===== config.mk =====
export PLATFORM = sky130hd
export DESIGN_NAME = spi_cmd_engine
export DESIGN_NICKNAME = d
export VERILOG_FILES = /design/src/rtl/spi_cmd_pkg.sv /design/src/rtl/spi_word_pack.sv /design/src/rtl/spi_cmd_engine.sv
export SDC_FILE = /design/constraint.sdc
export NUM_CORES = 1
export LEC_CHECK = 0
export BUFFER_PORTS_ARGS = -buffer_cell sky130_fd_sc_hd__buf_2
export CORE_ASPECT_RATIO = 0.6
export CORE_UTILIZATION = 35
export CTS_BUF_LIST = sky130_fd_sc_hd__clkbuf_8
export CTS_CLUSTER_SIZE = 12
export DETAILED_ROUTE_END_ITERATION = 6
export PLACE_DENSITY_LB_ADDON = 0.25
export SLEW_MARGIN = 10
export SYNTH_ARGS = -nofsm -noshare
export SYNTH_HDL_FRONTEND = slang
export SYNTH_HIERARCHICAL = 1
export SYNTH_SLANG_ARGS = --single-unit

===== constraint.sdc =====
create_clock -name clk -period 7.05 [get_ports clk]
set_input_delay 0.705 -clock clk [delete_from_list [all_inputs] [get_ports clk]]
set_output_delay 0.705 -clock clk [all_outputs]
set_load 0.01 [all_outputs]

===== src/rtl/spi_cmd_pkg.sv =====
// Shared definitions for the SPI command engine: command targets, FSM states,
// sticky error flag positions and the status byte layout.
package spi_cmd_pkg;

  typedef enum logic [1:0] {
    TGT_REG  = 2'b00,
    TGT_FIFO = 2'b01,
    TGT_RAM  = 2'b10,
    TGT_STAT = 2'b11
  } target_e;

  typedef enum logic [2:0] {
    S_IDLE,
    S_CMD,
    S_ADDR,
    S_WDATA,
    S_RDATA
  } state_e;

  localparam int unsigned ERR_OVF = 0;
  localparam int unsigned ERR_UDF = 1;
  localparam int unsigned ERR_BAD = 2;

  function automatic logic [7:0] status_byte(input logic full, input logic empty,
                                             input logic [2:0] err);
    return {3'b000, full, empty, err};
  endfunction

endpackage


===== src/rtl/spi_word_pack.sv =====
// Byte<->word assembler/serialiser: tracks the byte position inside a word and
// maps it to a lane according to the wire endianness.
module spi_word_pack #(
  parameter int unsigned DATA_W     = 16,
  parameter int unsigned BIG_ENDIAN = 1
) (
  input  logic              clk,
  input  logic              rst,
  input  logic              clr,
  input  logic              byte_en,
  input  logic [7:0]        byte_in,
  input  logic [DATA_W-1:0] word_out,
  output logic              first,
  output logic              last,
  output logic [DATA_W-1:0] word_in,
  output logic [7:0]        byte_out
);
  localparam int unsigned WB = DATA_W / 8;

  logic [1:0]        cnt;
  logic [1:0]        pos;
  logic [4:0]        off;
  logic [DATA_W-1:0] acc;

  assign first = (cnt == 2'd0);
  assign last  = (cnt == 2'(WB - 1));
  assign pos   = (BIG_ENDIAN != 0) ? (2'(WB - 1) - cnt) : cnt;
  assign off   = {pos, 3'b000};

  // Incoming byte merged into the partial word so the completed word is
  // available in the same cycle as the last byte's rx_valid.
  always_comb begin
    word_in          = acc;
    word_in[off +: 8] = byte_in;
  end

  assign byte_out = word_out[off +: 8];

  always_ff @(posedge clk or posedge rst) begin
    if (rst) begin
      cnt <= '0;
      acc <= '0;
    end else if (clr) begin
      cnt <= '0;
    end else if (byte_en) begin
      acc <= word_in;
      cnt <= last ? 2'd0 : cnt + 2'd1;
    end
  end

endmodule


===== src/rtl/spi_cmd_engine.sv =====
// SPI command engine: decodes the command byte and streams words between the
// SPI byte interface and the register bank, status inputs, FIFO and RAM ports.
module spi_cmd_engine
  import spi_cmd_pkg::*;
#(
  parameter int unsigned DATA_W     = 16,
  parameter int unsigned NUM_REGS   = 4,
  parameter int unsigned NUM_STAT   = 2,
  parameter int unsigned RAM_AW     = 8,
  parameter int unsigned RAM_RD_LAT = 2,
  parameter int unsigned BIG_ENDIAN = 1
) (
  input  logic                         clk,
  input  logic                         rst,
  input  logic                         frame_sel,
  input  logic                         rx_valid,
  input  logic [7:0]                   rx_data,
  output logic [7:0]                   tx_data,
  output logic [NUM_REGS*DATA_W-1:0]   o_regs,
  input  logic [NUM_STAT*DATA_W-1:0]   i_stat,
  output logic                         fifo_wreq,
  output logic [DATA_W-1:0]            fifo_wdata,
  input  logic                         fifo_wfull,
  output logic                         fifo_rreq,
  input  logic [DATA_W-1:0]            fifo_rdata,
  input  logic                         fifo_rempty,
  output logic                         ram_wreq,
  output logic [RAM_AW-1:0]            ram_waddr,
  output logic [DATA_W-1:0]            ram_wdata,
  output logic [RAM_AW-1:0]            ram_raddr,
  input  logic [DATA_W-1:0]            ram_rdata,
  output logic [2:0]                   err_flags
);
  localparam int unsigned WB       = DATA_W / 8;
  localparam int unsigned AB       = (RAM_AW + 7) / 8;
  localparam logic [7:0]  RAM_FCNT = 8'(RAM_RD_LAT + 1);

  state_e            state, state_next;
  target_e           tgt, cmd_tgt, fetch_tgt;
  logic              cmd_rd;
  logic [4:0]        idx;
  logic [RAM_AW-1:0] addr, addr_next;
  logic [7:0]        addr_hi;
  logic [1:0]        addr_cnt;
  logic [DATA_W-1:0] regs [NUM_REGS];
  logic [7:0]        fetch_cnt, fcnt_init;
  logic              fifo_miss;
  logic [DATA_W-1:0] cur_word, pend_word, rd_word, fetched, pk_word;
  logic              cur_valid, pend_valid;
  logic [2:0]        err_set, err_clr;
  logic [7:0]        pk_byte;
  logic              pk_first, pk_last, pk_clr;
  logic              cmd_ev, addr_ev, addr_done, data_ev, wword, rd_first, rd_last;
  logic              fetch_start_init, fetch_start, capture;

  spi_word_pack #(
    .DATA_W     (DATA_W),
    .BIG_ENDIAN (BIG_ENDIAN)
  ) u_pack (
    .clk      (clk),
    .rst      (rst),
    .clr      (pk_clr),
    .byte_en  (data_ev),
    .byte_in  (rx_data),
    .word_out (cur_word),
    .first    (pk_first),
    .last     (pk_last),
    .word_in  (pk_word),
    .byte_out (pk_byte)
  );

  for (genvar g = 0; g < NUM_REGS; g++) begin : g_oregs
    assign o_regs[g*DATA_W +: DATA_W] = regs[g];
  end

  assign cmd_tgt   = target_e'(rx_data[6:5]);
  assign addr_next = RAM_AW'({addr_hi, rx_data});
  assign ram_raddr = addr;
  assign pk_clr    = (state != S_WDATA) && (state != S_RDATA);

  assign cmd_ev    = frame_sel && rx_valid && (state == S_CMD);
  assign addr_ev   = frame_sel && rx_valid && (state == S_ADDR);
  assign addr_done = addr_ev && (addr_cnt == 2'(AB - 1));
  assign data_ev   = frame_sel && rx_valid && !pk_clr;
  assign wword     = data_ev && (state == S_WDATA) && pk_last;
  assign rd_first  = data_ev && (state == S_RDATA) && pk_first;
  assign rd_last   = data_ev && (state == S_RDATA) && pk_last;

  assign fetch_start_init = (cmd_ev && rx_data[7] && (cmd_tgt != TGT_RAM)) ||
                            (addr_done && cmd_rd);
  assign fetch_start      = fetch_start_init || rd_first;
  assign fetch_tgt        = cmd_ev ? cmd_tgt : tgt;
  assign capture          = frame_sel && (state == S_RDATA) && (fetch_cnt == 8'd1);

  assign tx_data = ((state == S_RDATA) && cur_valid) ? pk_byte : 8'h00;

  always_ff @(posedge clk or posedge rst) begin
    if (rst) state <= S_IDLE;
    else     state <= state_next;
  end

  always_comb begin
    state_next = state;
    case (state)
      S_IDLE:  state_next = S_CMD;
      S_CMD:   if (rx_valid) state_next = (cmd_tgt == TGT_RAM) ? S_ADDR :
                                          (rx_data[7] ? S_RDATA : S_WDATA);
      S_ADDR:  if (addr_done) state_next = cmd_rd ? S_RDATA : S_WDATA;
      default: state_next = state;
    endcase
    if (!frame_sel) state_next = S_IDLE;
  end

  always_comb begin
    rd_word = '0;
    for (int unsigned i = 0; i < NUM_REGS; i++)
      if (idx == 5'(i)) rd_word = regs[i];
    for (int unsigned j = 0; j < NUM_STAT; j++)
      if (idx == 5'(NUM_REGS + j)) rd_word = i_stat[j*DATA_W +: DATA_W];
  end

  always_comb begin
    case (tgt)
      TGT_REG:  fetched = rd_word;
      TGT_FIFO: fetched = fifo_miss ? '0 : fifo_rdata;
      TGT_RAM:  fetched = ram_rdata;
      default:  fetched = {WB{status_byte(fifo_wfull, fifo_rempty, err_flags)}};
    endcase
    case (fetch_tgt)
      TGT_FIFO: fcnt_init = 8'd2;
      TGT_RAM:  fcnt_init = RAM_FCNT;
      default:  fcnt_init = 8'd1;
    endcase
  end

  always_comb begin
    err_set = '0;
    err_clr = '0;
    if (wword && (tgt == TGT_REG) && (32'(idx) >= NUM_REGS)) err_set[ERR_BAD] = 1'b1;
    if (wword && (tgt == TGT_FIFO) && fifo_wfull)            err_set[ERR_OVF] = 1'b1;
    if (fetch_start && (fetch_tgt == TGT_FIFO) && fifo_rempty) err_set[ERR_UDF] = 1'b1;
    if (data_ev && (state == S_WDATA) && (tgt == TGT_STAT))  err_clr = rx_data[2:0];
  end

  always_ff @(posedge clk or posedge rst) begin
    if (rst) begin
      for (int unsigned i = 0; i < NUM_REGS; i++) regs[i] <= '0;
      tgt <= TGT_REG; cmd_rd <= 1'b0; idx <= '0; addr <= '0; addr_hi <= '0; addr_cnt <= '0;
      fifo_wreq <= 1'b0; fifo_wdata <= '0; fifo_rreq <= 1'b0; fifo_miss <= 1'b0;
      ram_wreq <= 1'b0; ram_waddr <= '0; ram_wdata <= '0; err_flags <= '0;
      fetch_cnt <= '0; cur_word <= '0; pend_word <= '0; cur_valid <= 1'b0; pend_valid <= 1'b0;
    end else begin
      fifo_wreq <= 1'b0;
      ram_wreq  <= 1'b0;
      fifo_rreq <= 1'b0;
      err_flags <= (err_flags & ~err_clr) | err_set;
      if (cmd_ev) begin
        tgt <= cmd_tgt; cmd_rd <= rx_data[7]; idx <= rx_data[4:0];
        addr_hi <= '0; addr_cnt <= '0;
      end
      if (addr_ev) begin addr_hi <= rx_data; addr_cnt <= addr_cnt + 2'd1; end
      if (addr_done) addr <= addr_next;
      if (wword) begin
        case (tgt)
          TGT_REG: begin
            for (int unsigned i = 0; i < NUM_REGS; i++)
              if (idx == 5'(i)) regs[i] <= pk_word;
            idx <= idx + 5'd1;
          end
          TGT_FIFO: if (!fifo_wfull) begin fifo_wreq <= 1'b1; fifo_wdata <= pk_word; end
          TGT_RAM: begin
            ram_wreq <= 1'b1; ram_waddr <= addr; ram_wdata <= pk_word; addr <= addr + 1'b1;
          end
          default: ;
        endcase
      end
      if (rd_first) begin idx <= idx + 5'd1; addr <= addr + 1'b1; end
      if (fetch_start) begin
        fetch_cnt <= fcnt_init;
        if (fetch_tgt == TGT_FIFO) begin fifo_rreq <= !fifo_rempty; fifo_miss <= fifo_rempty; end
      end else if (fetch_cnt != 8'd0) begin
        fetch_cnt <= fetch_cnt - 8'd1;
      end
      if (fetch_start_init) begin cur_valid <= 1'b0; pend_valid <= 1'b0; end
      // The word being shifted out stays in cur_word; a prefetched word waits
      // in pend_word until the current word's last byte has gone.
      if (capture) begin
        if (cur_valid) begin pend_word <= fetched; pend_valid <= 1'b1; end
        else           begin cur_word  <= fetched; cur_valid  <= 1'b1; end
      end
      if (rd_last) begin
        if (pend_valid) begin cur_word <= pend_word; pend_valid <= 1'b0; end
        else            cur_valid <= 1'b0;
      end
      if (!frame_sel) begin fetch_cnt <= '0; cur_valid <= 1'b0; pend_valid <= 1'b0; end
    end
  end

endmodule


### Yosys cells after proc, flatten, opt, wreduce, memory -nomap -nowiden

Index checks and enable logic that the tools add are counted.

| operators by class | value |
|---|---|
| add/subtract/negate cells | 7 |
| multiply operators | 0 |
| div/mod/pow operators | 0 |
| $lt $le $gt $ge | 1 |
| eq/ne operators | 24 |
| shift operators | 3 |
| muxes and demuxes | 62 |
| bitwise gates (word level) | 5 |
| reduce and logical (&&, ||, !) cells | 46 |

Operators with widths:

| operator | count |
|---|---|
| $mux 16 | 11 |
| $mux 8 | 8 |
| $pmux 16 s3 | 1 |
| $logic_and 1x1->1 | 24 |
| $mux 1 | 22 |
| $mux 3 | 7 |
| $mux 5 | 4 |
| $reduce_and 3->1 | 6 |
| $bwmux 16 | 1 |
| $shift 8x7->16 const A | 1 |
| $shiftx 16x6->8 | 1 |
| $shiftx 8x7->16 | 1 |
| $mux 2 | 6 |
| $eq 5x2->1 const B | 2 |
| $eq 5x3->1 const B | 2 |
| $ne 3x3->1 const B | 3 |
| $pmux 3 s3 | 1 |
| $add 8x1->8 const B | 1 |
| $eq 2x2->1 const B | 4 |
| $eq 8x1->1 const B | 1 |
| $reduce_and 2->1 | 4 |
| $reduce_bool 8->1 | 1 |
| $sub 8x1->8 const B | 1 |
| $neg 5->7 | 1 |
| 24 further kinds | 34 |

| storage, ports and cells | value |
|---|---|
| flip-flop bits (word level) | 192 |
| latch bits | 0 |
| memory bits (writable) | 0 |
| memory bits (read-only) | 0 |
| input port bits | 78 |
| output and inout port bits | 126 |
| word-level logic and storage cells | 173 |
| memories kept | 0 |

### Longest topological paths before layout

Gate-level depths: netlist of the first run.

| logic depth | value |
|---|---|
| depth after elaboration | 12 |
| mapped depth | 9 |
| mapped depth without buffers | 8 |

### By module

The synthesis of the first run kept the hierarchy.

By module, submodules not included:

| module | times used | cells an instance | area each (um2) | sequential area each (um2) |
|---|---|---|---|---|
| spi_cmd_engine | 1 | 785 | 8664.6 | 4354.2 |
| spi_word_pack | 1 | 108 | 1184.9 | 450.4 |

### Worst setup path after synthesis of the first run

OpenSTA, ideal clock, no wires.

| timing path | value |
|---|---|
| kind | input to register |
| from | input rx_valid |
| to | register fifo_miss |
| setup time | 0.125 ns |
| arrival time | 2.372 ns |
| required time | 6.925 ns |
| path slack | 4.553 ns |
| stages | 8 |
| buffers on the path | 2 |
| cells stage by stage | buf_2 and3b_1 clkbuf_1 nand2_1 mux2_2 ha_1 nand2b_1 mux2_2 |

| between the ends | value |
|---|---|
| elaborated cells on any way between the ends | 15 |
| classes of those cells | 1 x eq/ne; 1 x mux; 13 x reduce/logical |

RTL lines:

| item | RTL line | text |
|---|---|---|
| start, declared | spi_cmd_engine.sv:16 | `input logic rx_valid,` |
| $logic_and 1x1->1 (2 in series) | spi_cmd_engine.sv:81 | `assign cmd_ev = frame_sel && rx_valid && (state == S_CMD);` |
| $mux 2 | -- |  |
| named net fetch_tgt[0] | spi_cmd_engine.sv:39 | `target_e tgt, cmd_tgt, fetch_tgt;` |
| $eq 2x1->1 | spi_cmd_engine.sv:180 | `if (fetch_tgt == TGT_FIFO) begin fifo_rreq <= !fifo_rempty; fifo_miss <= fifo_rempty; end` |
| $reduce_and 2->1 (no source line) | -- |  |
| end signal, assigned | spi_cmd_engine.sv:180 |  |
| end, declared | spi_cmd_engine.sv:47 | `logic fifo_miss;` |

The timed path passes the listed nets, and every way through them passes these cells.
A chain may end at the register's enable or synchronous reset.

### Final worst setup path of the first run

| timing path | value |
|---|---|
| from | register u_pack.cnt[0] |
| to | register cur_word[8] |

| between the ends | value |
|---|---|
| longest elaborated chain between the ends | 3 |

Ends and longest elaborated chain:

| item | RTL line | text |
|---|---|---|
| start, declared | spi_word_pack.sv:20 | `logic [1:0] cnt;` |
| start signal, assigned | spi_word_pack.sv:47 | `cnt <= last ? 2'd0 : cnt + 2'd1;` |
| $eq 2x1->1 | spi_word_pack.sv:26 | `assign last = (cnt == 2'(WB - 1));` |
| named net pk_last | spi_cmd_engine.sv:52 | `logic pk_first, pk_last, pk_clr;` |
| $logic_and 1x1->1 | spi_cmd_engine.sv:87 | `assign rd_last = data_ev && (state == S_RDATA) && pk_last;` |
| $mux 16 | spi_cmd_engine.sv:191 | `if (rd_last) begin` |
| end signal, assigned | spi_cmd_engine.sv:151 | `fetch_cnt <= '0; cur_word <= '0; pend_word <= '0; cur_valid <= 1'b0; pend_valid <= 1'b0;` |
| end signal, assigned | spi_cmd_engine.sv:189 | `else begin cur_word <= fetched; cur_valid <= 1'b1; end` |
| end signal, assigned | spi_cmd_engine.sv:192 | `if (pend_valid) begin cur_word <= pend_word; pend_valid <= 1'b0; end` |
| end, declared | spi_cmd_engine.sv:48 | `logic [DATA_W-1:0] cur_word, pend_word, rd_word, fetched, pk_word;` |

The timed path passes the listed nets, and every way through them passes these cells.

==> results of run 1 <==
-- critical path: cells and delay by family (launching register included) --
kind / cells / cell delay (ps)
fa+ha+maj: 1 / 400
flops: 1 / 1000
compound gates: 2 / 330
simple gates: 3 / 1600
-- placed cells by master (no fill, tap or decap), types with 26 or more instances in the layout --
cell type and instances:
o22ai_1 28, mux2_2 110, nor2_1 53, inv_1 42, dfrtp_1 192, nand2_1 33
buf_2 203, a22o_1 26, o21ai_0 28, a21oi_1 37
-- how the worst max path moves through the flow --
stage / start / end / slack, ps / cells past startpoint
4_1_cts: u_pack/cnt[0] / fifo_wdata[8] / 3660 / 5
5_1_grt: u_pack/cnt[0] / cur_word[12] / 3370 / 6
6_report: u_pack/cnt[0] / cur_word[8] / 3630 / 6
3_3_place_gp: u_pack/cnt[0] / fifo_wdata[11] / 3730 / 5
2_1_floorplan: rst / addr_cnt[0] / 1630 / 1
3_5_place_dp: u_pack/cnt[0] / fifo_wdata[8] / 3660 / 5
-- metal layers --
layer / global-route usage / vias up
met2: 0.296 / 255
met1: 0.340 / 3990
met3: 0.0454 / 30
met4: 0.0622 / 0
li1: - / 3651
met5: 0 / -
-- synth_stat cells, drive strengths merged (4+ instances only) --
cell type / count / share of area
a221oi: 12 / 0.011
nor2b: 10 / 0.0064
nand2b: 5 / 0.0032
nand2: 37 / 0.015
a211o: 10 / 0.0089
nand3: 25 / 0.013
a22oi: 12 / 0.0091
o21ai: 30 / 0.016
o22ai: 28 / 0.018
and4: 4 / 0.0037
a21oi: 37 / 0.019
o21a: 10 / 0.0076
nand3b: 17 / 0.013
and3: 17 / 0.011
buf: 27 / 0.019
clkbuf: 30 / 0.011
nor2: 53 / 0.020
nor4: 4 / 0.0041
inv: 43 / 0.016
a211oi: 4 / 0.0036
dfrtp: 192 / 0.49
mux2i: 25 / 0.025
and3b: 4 / 0.0036
a31oi: 25 / 0.016
a32o: 9 / 0.0095
a32oi: 5 / 0.0044
nor3b: 4 / 0.0041
a22o: 26 / 0.023
mux2: 111 / 0.13
o221a: 4 / 0.0046
ha: 15 / 0.019
a221o: 7 / 0.0071
and2: 11 / 0.0070
-- logic make-up (layout without fill, tap and decap cells) --
| family | Yosys count | count (layout) | share of synthesized area |
|---|---|---|---|
| AO/OA/AOI/OAI | 232 | 232 | 0.168 |
| AND/OR/NAND/NOR | 212 | 212 | 0.121 |
| flip-flops | 192 | 192 | 0.488 |
| multiplexers | 136 | 136 | 0.153 |
| buffers and inverters | 101 | 285 | 0.0469 |
| adder cells (fa/ha/maj) | 15 | 15 | 0.0191 |
| XOR/XNOR | 5 | 5 | 0.00445 |
-- power groups by stage --
| stage | combinational, mW | sequential [mW] | clock, mW |
|---|---|---|---|
| finish | 0.766 | 1.36 | 0.709 |
| global route | 0.850 | 1.38 | 0.774 |
| CTS | 0.768 | 1.36 | 0.734 |
| detailed placement | 0.765 | 1.37 | 0 |
| global placement | 0.758 | 1.38 | 0 |
| floorplan | 0.565 | 1.31 | 0 |
-- cell type report --
class                   instances  area, um^2  area share
clock buffers                  20         275      0.0240
flip-flops and latches        192        4800       0.420
inverters                      44         170      0.0149
repair buffers                210        1070      0.0933
clock inverters                11        88.8     0.00776
multi-input cells             600        4590       0.400
well taps                     367         459      0.0401
-- flip-flops by register name, indices dropped and copies added (netlist names), 3 cells and up --
name and count:
cur_word 16, err_flags 3, fetch_cnt 8, fifo_wdata 16
idx 5, o_regs 64, pend_word 16, ram_raddr 8
ram_waddr 8, ram_wdata 16, state 3, u_pack/acc 16
==> flow_summary.toml, run 1 <==
[status]
status = "finished clean"

[synth]
synth_seq_area_share = 0.488
synth_area_um2 = 9850
synth.distinct_cells = 71
post_synth.cell_area_avg_um2 = 11.0
synth-main-ff-cell = "dfrtp_1"
synth-edff-count = 0
yosys_warnings = 6
synth_async_sr_flop_share = 1.00
syn-instance-count = 893
synth-seq-cells = 192
syn-num-nets = 986

[grt]
first_global_vias = 7449
grt_first_pass_wirelength_um = 46300
global_route.overflow_total = 0
grt_start_max_net_pins = 101
grt_usage = 0.217
grt_antenna_before_repair = 4

[floorplanning]
die_width_um = 219
die_height_um = 132
placeableCoreArea_um2 = 27600
floorplan.io_pins = 204
die_area_um2 = 28800
initial_utilization = 0.357
placement_rows = 47

[routing]
route.met2.wl_um = 12700
drt_iter0_markers = 638
remaining_drc_errors = 0
dr_wl_met3_um = 1860
detail_route.wl_per_cell_um = 21.4
via_count = 7926
detail-route-antenna-nets = 0
first_pass_detailed_route_iteration_total = 4
top_layer_used = "met4"
route.layer.met1.wl_um = 15900
routed_via_density = 5.49
wl_um = 30900

[sta]
rsz0062_at_grt = "false"
final.hold.worst_slack_ps = 367
slew_violations = 0
hold_violations = 0
worst-slew-pin-transition_ps = 1170
setup_total_negative_slack_ps = 0
clock-skew-final_ps = 8.70
finalCriticalPeriod_ps = 3420
timing.max_slew.rel_slack = 0.214
setup_slack_ps = 3630
max_freq_ghz = 0.292
min_period_over_period = 0.485
number_of_failing_setup_endpoints_in_the_final_timing_report = 0

[place]
routabilityCongestion = 0.820
portBuffers = 203
detailedPlacementHpwl_um = 22400
place_inst = 1413
dp_worst_setup_slack_ps = 3660
cell_area_after_placement_um2 = 11100

[power]
netSwitchingFraction = 0.362
intPower_mw = 1.81
relative_contribution_of_the_clock_network_to_total_power = 0.250
pwr-share-seq = 0.480
total_leakage_power_nw = 5.76
power.combinational.fraction = 0.270
peakVddDrop_mv = 0.154
switching_power_mw = 1.03
p_per_area_nw_per_um2 = 248
finalPower_mw = 2.84

[worst_setup_path]
cpMaxStageDelayCell = "dfrtp_1"
reg2regPathDepth = 6
worstPathCellList = "ha_1 -> and3_1 -> nand3_1 -> nand2_1 -> o22ai_1 -> a31oi_1"
reg_to_reg_start = "u_pack/cnt[0]"
crit_type = "reg -> reg"
worst_setup_path_end_kind = "flop"
critPathLaunchType = "flop"
reg2reg_to = "cur_word[8]"
cp_peak_stage_delay_ps = 1000
critPathRequiredTime_ps = 7470
crit_path_max_fanout = 23
reg2reg_setup_slack_ps = 3630
cp_data_arrival_time_ps = 3840

[clocking]
clock_sinks = 192
clk_root_buffer_cell = "clkbuf_8"
count_of_hold_buffers_inserted_by_post_cts_repair = 0
clk_pin_slew_worst_paths_ps = 100
post_cts_repair_timing_setup_buffer_count = 0
insertion_delay_ps = 500
cts_repair_resize_count = 0
tritoncts_clock_tree = "done"
clock_path_buffers = 2
h-tree-depth = 4
cts_buffers = 17

[layout]
fin_cells = 1444
areaGrowthSynthToFinish_pct = 16.3
finalNetCount = 1158
fillers = 2674
n_antenna_cell = 0
post_route_cells_drive_above_1_share = 0.352
final_area_um2 = 11500
postLayoutCoreUtil = 0.415

[hold_path]
hold_class = "in -> async"

[job]
drv_cap = 0
Power figures use the tool's default switching activity.
==> run 2: changes to the inputs <==
--- a/config.mk
+++ b/config.mk
@@ -5,6 +5,7 @@
 export SDC_FILE = /design/constraint.sdc
 export NUM_CORES = 1
 export LEC_CHECK = 0
+export ABC_AREA = 1
 export BUFFER_PORTS_ARGS = -buffer_cell sky130_fd_sc_hd__buf_2
 export CORE_ASPECT_RATIO = 0.6
 export CORE_UTILIZATION = 35
==> constraint.sdc (replaced) <==
create_clock -name clk -period 3.6 [get_ports clk]
set_input_delay 0.36 -clock clk [delete_from_list [all_inputs] [get_ports clk]]
set_output_delay 0.36 -clock clk [all_outputs]
set_load 0.01 [all_outputs]
==> run 2 against run 1 <==
Sequential share of layout area decreased by 1.7 points. Non-clock buffer count increased by 9. Area after synthesis increased by 3.2%. Flip-flop and latch count unchanged. Final cell count increased by 32%. Cell area increased by 4.2%. Combinational power increased to 2.9 times the previous value. Clock power increased by 120%. Worst hold slack got worse by 260 ps. Critical endpoint is now o_regs[33]. Largest cell class unchanged.
==> flow_summary.toml, run 2 <==
[status]
status = "finished clean"

[routing]
wl_um = 34500
detail-route-antenna-nets = 0
remaining_drc_errors = 0
routed_via_density = 5.09
detail_route.wl_per_cell_um = 18.1
via_count = 9685
drt_iter0_markers = 674
first_pass_detailed_route_iteration_total = 5

[synth]
synth-edff-count = 0
post_synth_fa_ha_maj_area_fraction = 0.0185
post_synth.cell_area_avg_um2 = 7.58
post-synth-top-count-cell = "nand2_1"
synth_area_um2 = 10200
synthSimpleGateAreaFrac = 0.273
synth.distinct_cells = 42
yosys_warnings = 6
synth_top_area_cell = "dfrtp_1"
synth_seq_area_share = 0.473
synthTopCellsByCount = "nand2_1, dfrtp_1, o21ai_0"
synth_compound_gate_area_share = 0.139
syn-instance-count = 1340
synth-main-ff-cell = "dfrtp_1"
synth-seq-cells = 192
yosys-mux-area-fraction = 0
synthDominantCellAreaShare = 0.473
syn-num-nets = 1433
combinational_family_with_the_most_area_after_synthesis = "simple AND/OR/NAND/NOR gates"
synth_top_cells_by_area = "dfrtp_1, nand2_1, o21ai_0, inv_1, nand3_1"
synth_xor_xnor_area_share = 0.0121
synth_async_sr_flop_share = 1.00

[floorplanning]
floorplan.io_pins = 204
initial_utilization = 0.362
die_height_um = 134
placement_rows = 47
die_width_um = 222
placeableCoreArea_um2 = 28100
die_area_um2 = 29700

[place]
detailedPlacementHpwl_um = 25400
routabilityCongestion = 0.907
cell_area_after_placement_um2 = 11500
dp_worst_setup_slack_ps = 730
portBuffers = 203

[sta]
clock-skew-final_ps = 18.5
worst-slew-pin-transition_ps = 1050
finalCriticalPeriod_ps = 2920
number_of_failing_setup_endpoints_in_the_final_timing_report = 0
timing.max_slew.rel_slack = 0.298
max_freq_ghz = 0.342
setup_total_negative_slack_ps = 0
rsz0062_at_grt = "false"
hold_violations = 0
min_period_over_period = 0.812
slew_violations = 0
setup_slack_ps = 678

[worst_setup_path]
critPathRequiredTime_ps = 4010
reg_to_reg_start = "idx[0]"
crit_path_max_fanout = 32
crit_type = "reg -> reg"
setup.worst_path.start = "idx[0]"
critPathLaunchType = "flop"
worst_setup_path_end_kind = "flop"
cp_data_arrival_time_ps = 3340

[grt]
global_route.overflow_total = 0
first_global_vias = 9342
grt_start_max_net_pins = 64
grt_first_pass_wirelength_um = 54100
grt_usage = 0.239
grt_antenna_before_repair = 4

[clocking]
cts_buffers = 17
cts_repair_resize_count = 0
clock_sinks = 192
clock_path_buffers = 2
h-tree-depth = 4
clk_root_buffer_cell = "clkbuf_8"
clk_pin_slew_worst_paths_ps = 100
insertion_delay_ps = 520
tritoncts_clock_tree = "done"

[layout]
postLayoutCoreUtil = 0.425
areaGrowthSynthToFinish_pct = 17.4
n_antenna_cell = 0
fillers = 2975
layout_common_cells = "nand2_1, buf_2, dfrtp_1"
largest_register_ff_count = 64
final_area_um2 = 11900
mostFrequentLayoutCell = "nand2_1"
post_route_cells_drive_above_1_share = 0.203
finalNetCount = 1617

[power]
p_per_area_nw_per_um2 = 535
peakVddDrop_mv = 0.243
finalPower_mw = 6.39
total_leakage_power_nw = 6.53

[job]
drv_cap = 0

[hold_path]
timing.hold.worst.start = "fifo_wfull"
hold_class = "in -> reg"
[run 2: path summary, 6_finish.rpt]
kind | end | slack, ps | cells past startpoint
setup / recovery | o_regs[33] | 680 | 6
hold / removal | fifo_wreq | 110 | 2
setup reg to reg | o_regs[33] | 680 | 6
hold reg to reg | cur_word[15] | 490 | 2
max in group asynchronous | o_regs[27] | 2200 | 4
min in group asynchronous | u_pack/acc[1] | 520 | 3
[run 2: metrics by stage]
step | hold slack, ps | instances
final | 109 | 1902
after CTS | 82.7 | 1902
after detailed placement | 462 | 1871
after floorplan | 299 | 1340
after global routing | 91.3 | 1902
after global placement | 457 | 1871
[run 2: cell families (layout without fill, tap and decap cells)]
logic type	count (synthesis)	in the layout
simple gates	653	653
compound gates	253	253
buf+inv	213	408
flops	192	192
fa+ha+maj	15	15
xor+xnor	14	14
[run 2: repair_timing]
item	CTS	global route
hold endpoints to repair	18	0
setup buffers	0	0
hold buffers	1	0
[run 2: worst max-delay path, cell delays in order (launching register included)]
cell,delay (ps)
dfrtp_1,430
inv_1,120
ha_1,380
nand3_1,720
inv_1,240
nand2_1,550
o21ai_0,380
[run 2: final cells by class]
type | instances | area [um^2] | area share
Timing Repair Buffer | 219 | 1160 | 0.0976
Clock inverter | 11 | 141 | 0.0119
Sequential cell | 192 | 4800 | 0.403
Tap cell | 367 | 459 | 0.0385
Inverter | 159 | 601 | 0.0504
Multi-Input combinational cell | 935 | 4500 | 0.377
Clock buffer | 19 | 262 | 0.0219
[run 2: layer usage]
layer	wire, um	GRT usage	part of all wire
met1	16700	0.349	0.49
met5	21	0	0.00061
met3	2470	0.0613	0.072
met4	592	0.0617	0.017
met2	14700	0.349	0.43
[run 2: report_power, final]
| group | switching (mW) | internal (mW) | total (mW) | leakage, nW |
|---|---|---|---|---|
| clock network | 0.816 | 0.711 | 1.53 | 0.205 |
| logic | 1.44 | 0.755 | 2.20 | 3.71 |
| registers | 0.253 | 2.41 | 2.66 | 2.62 |
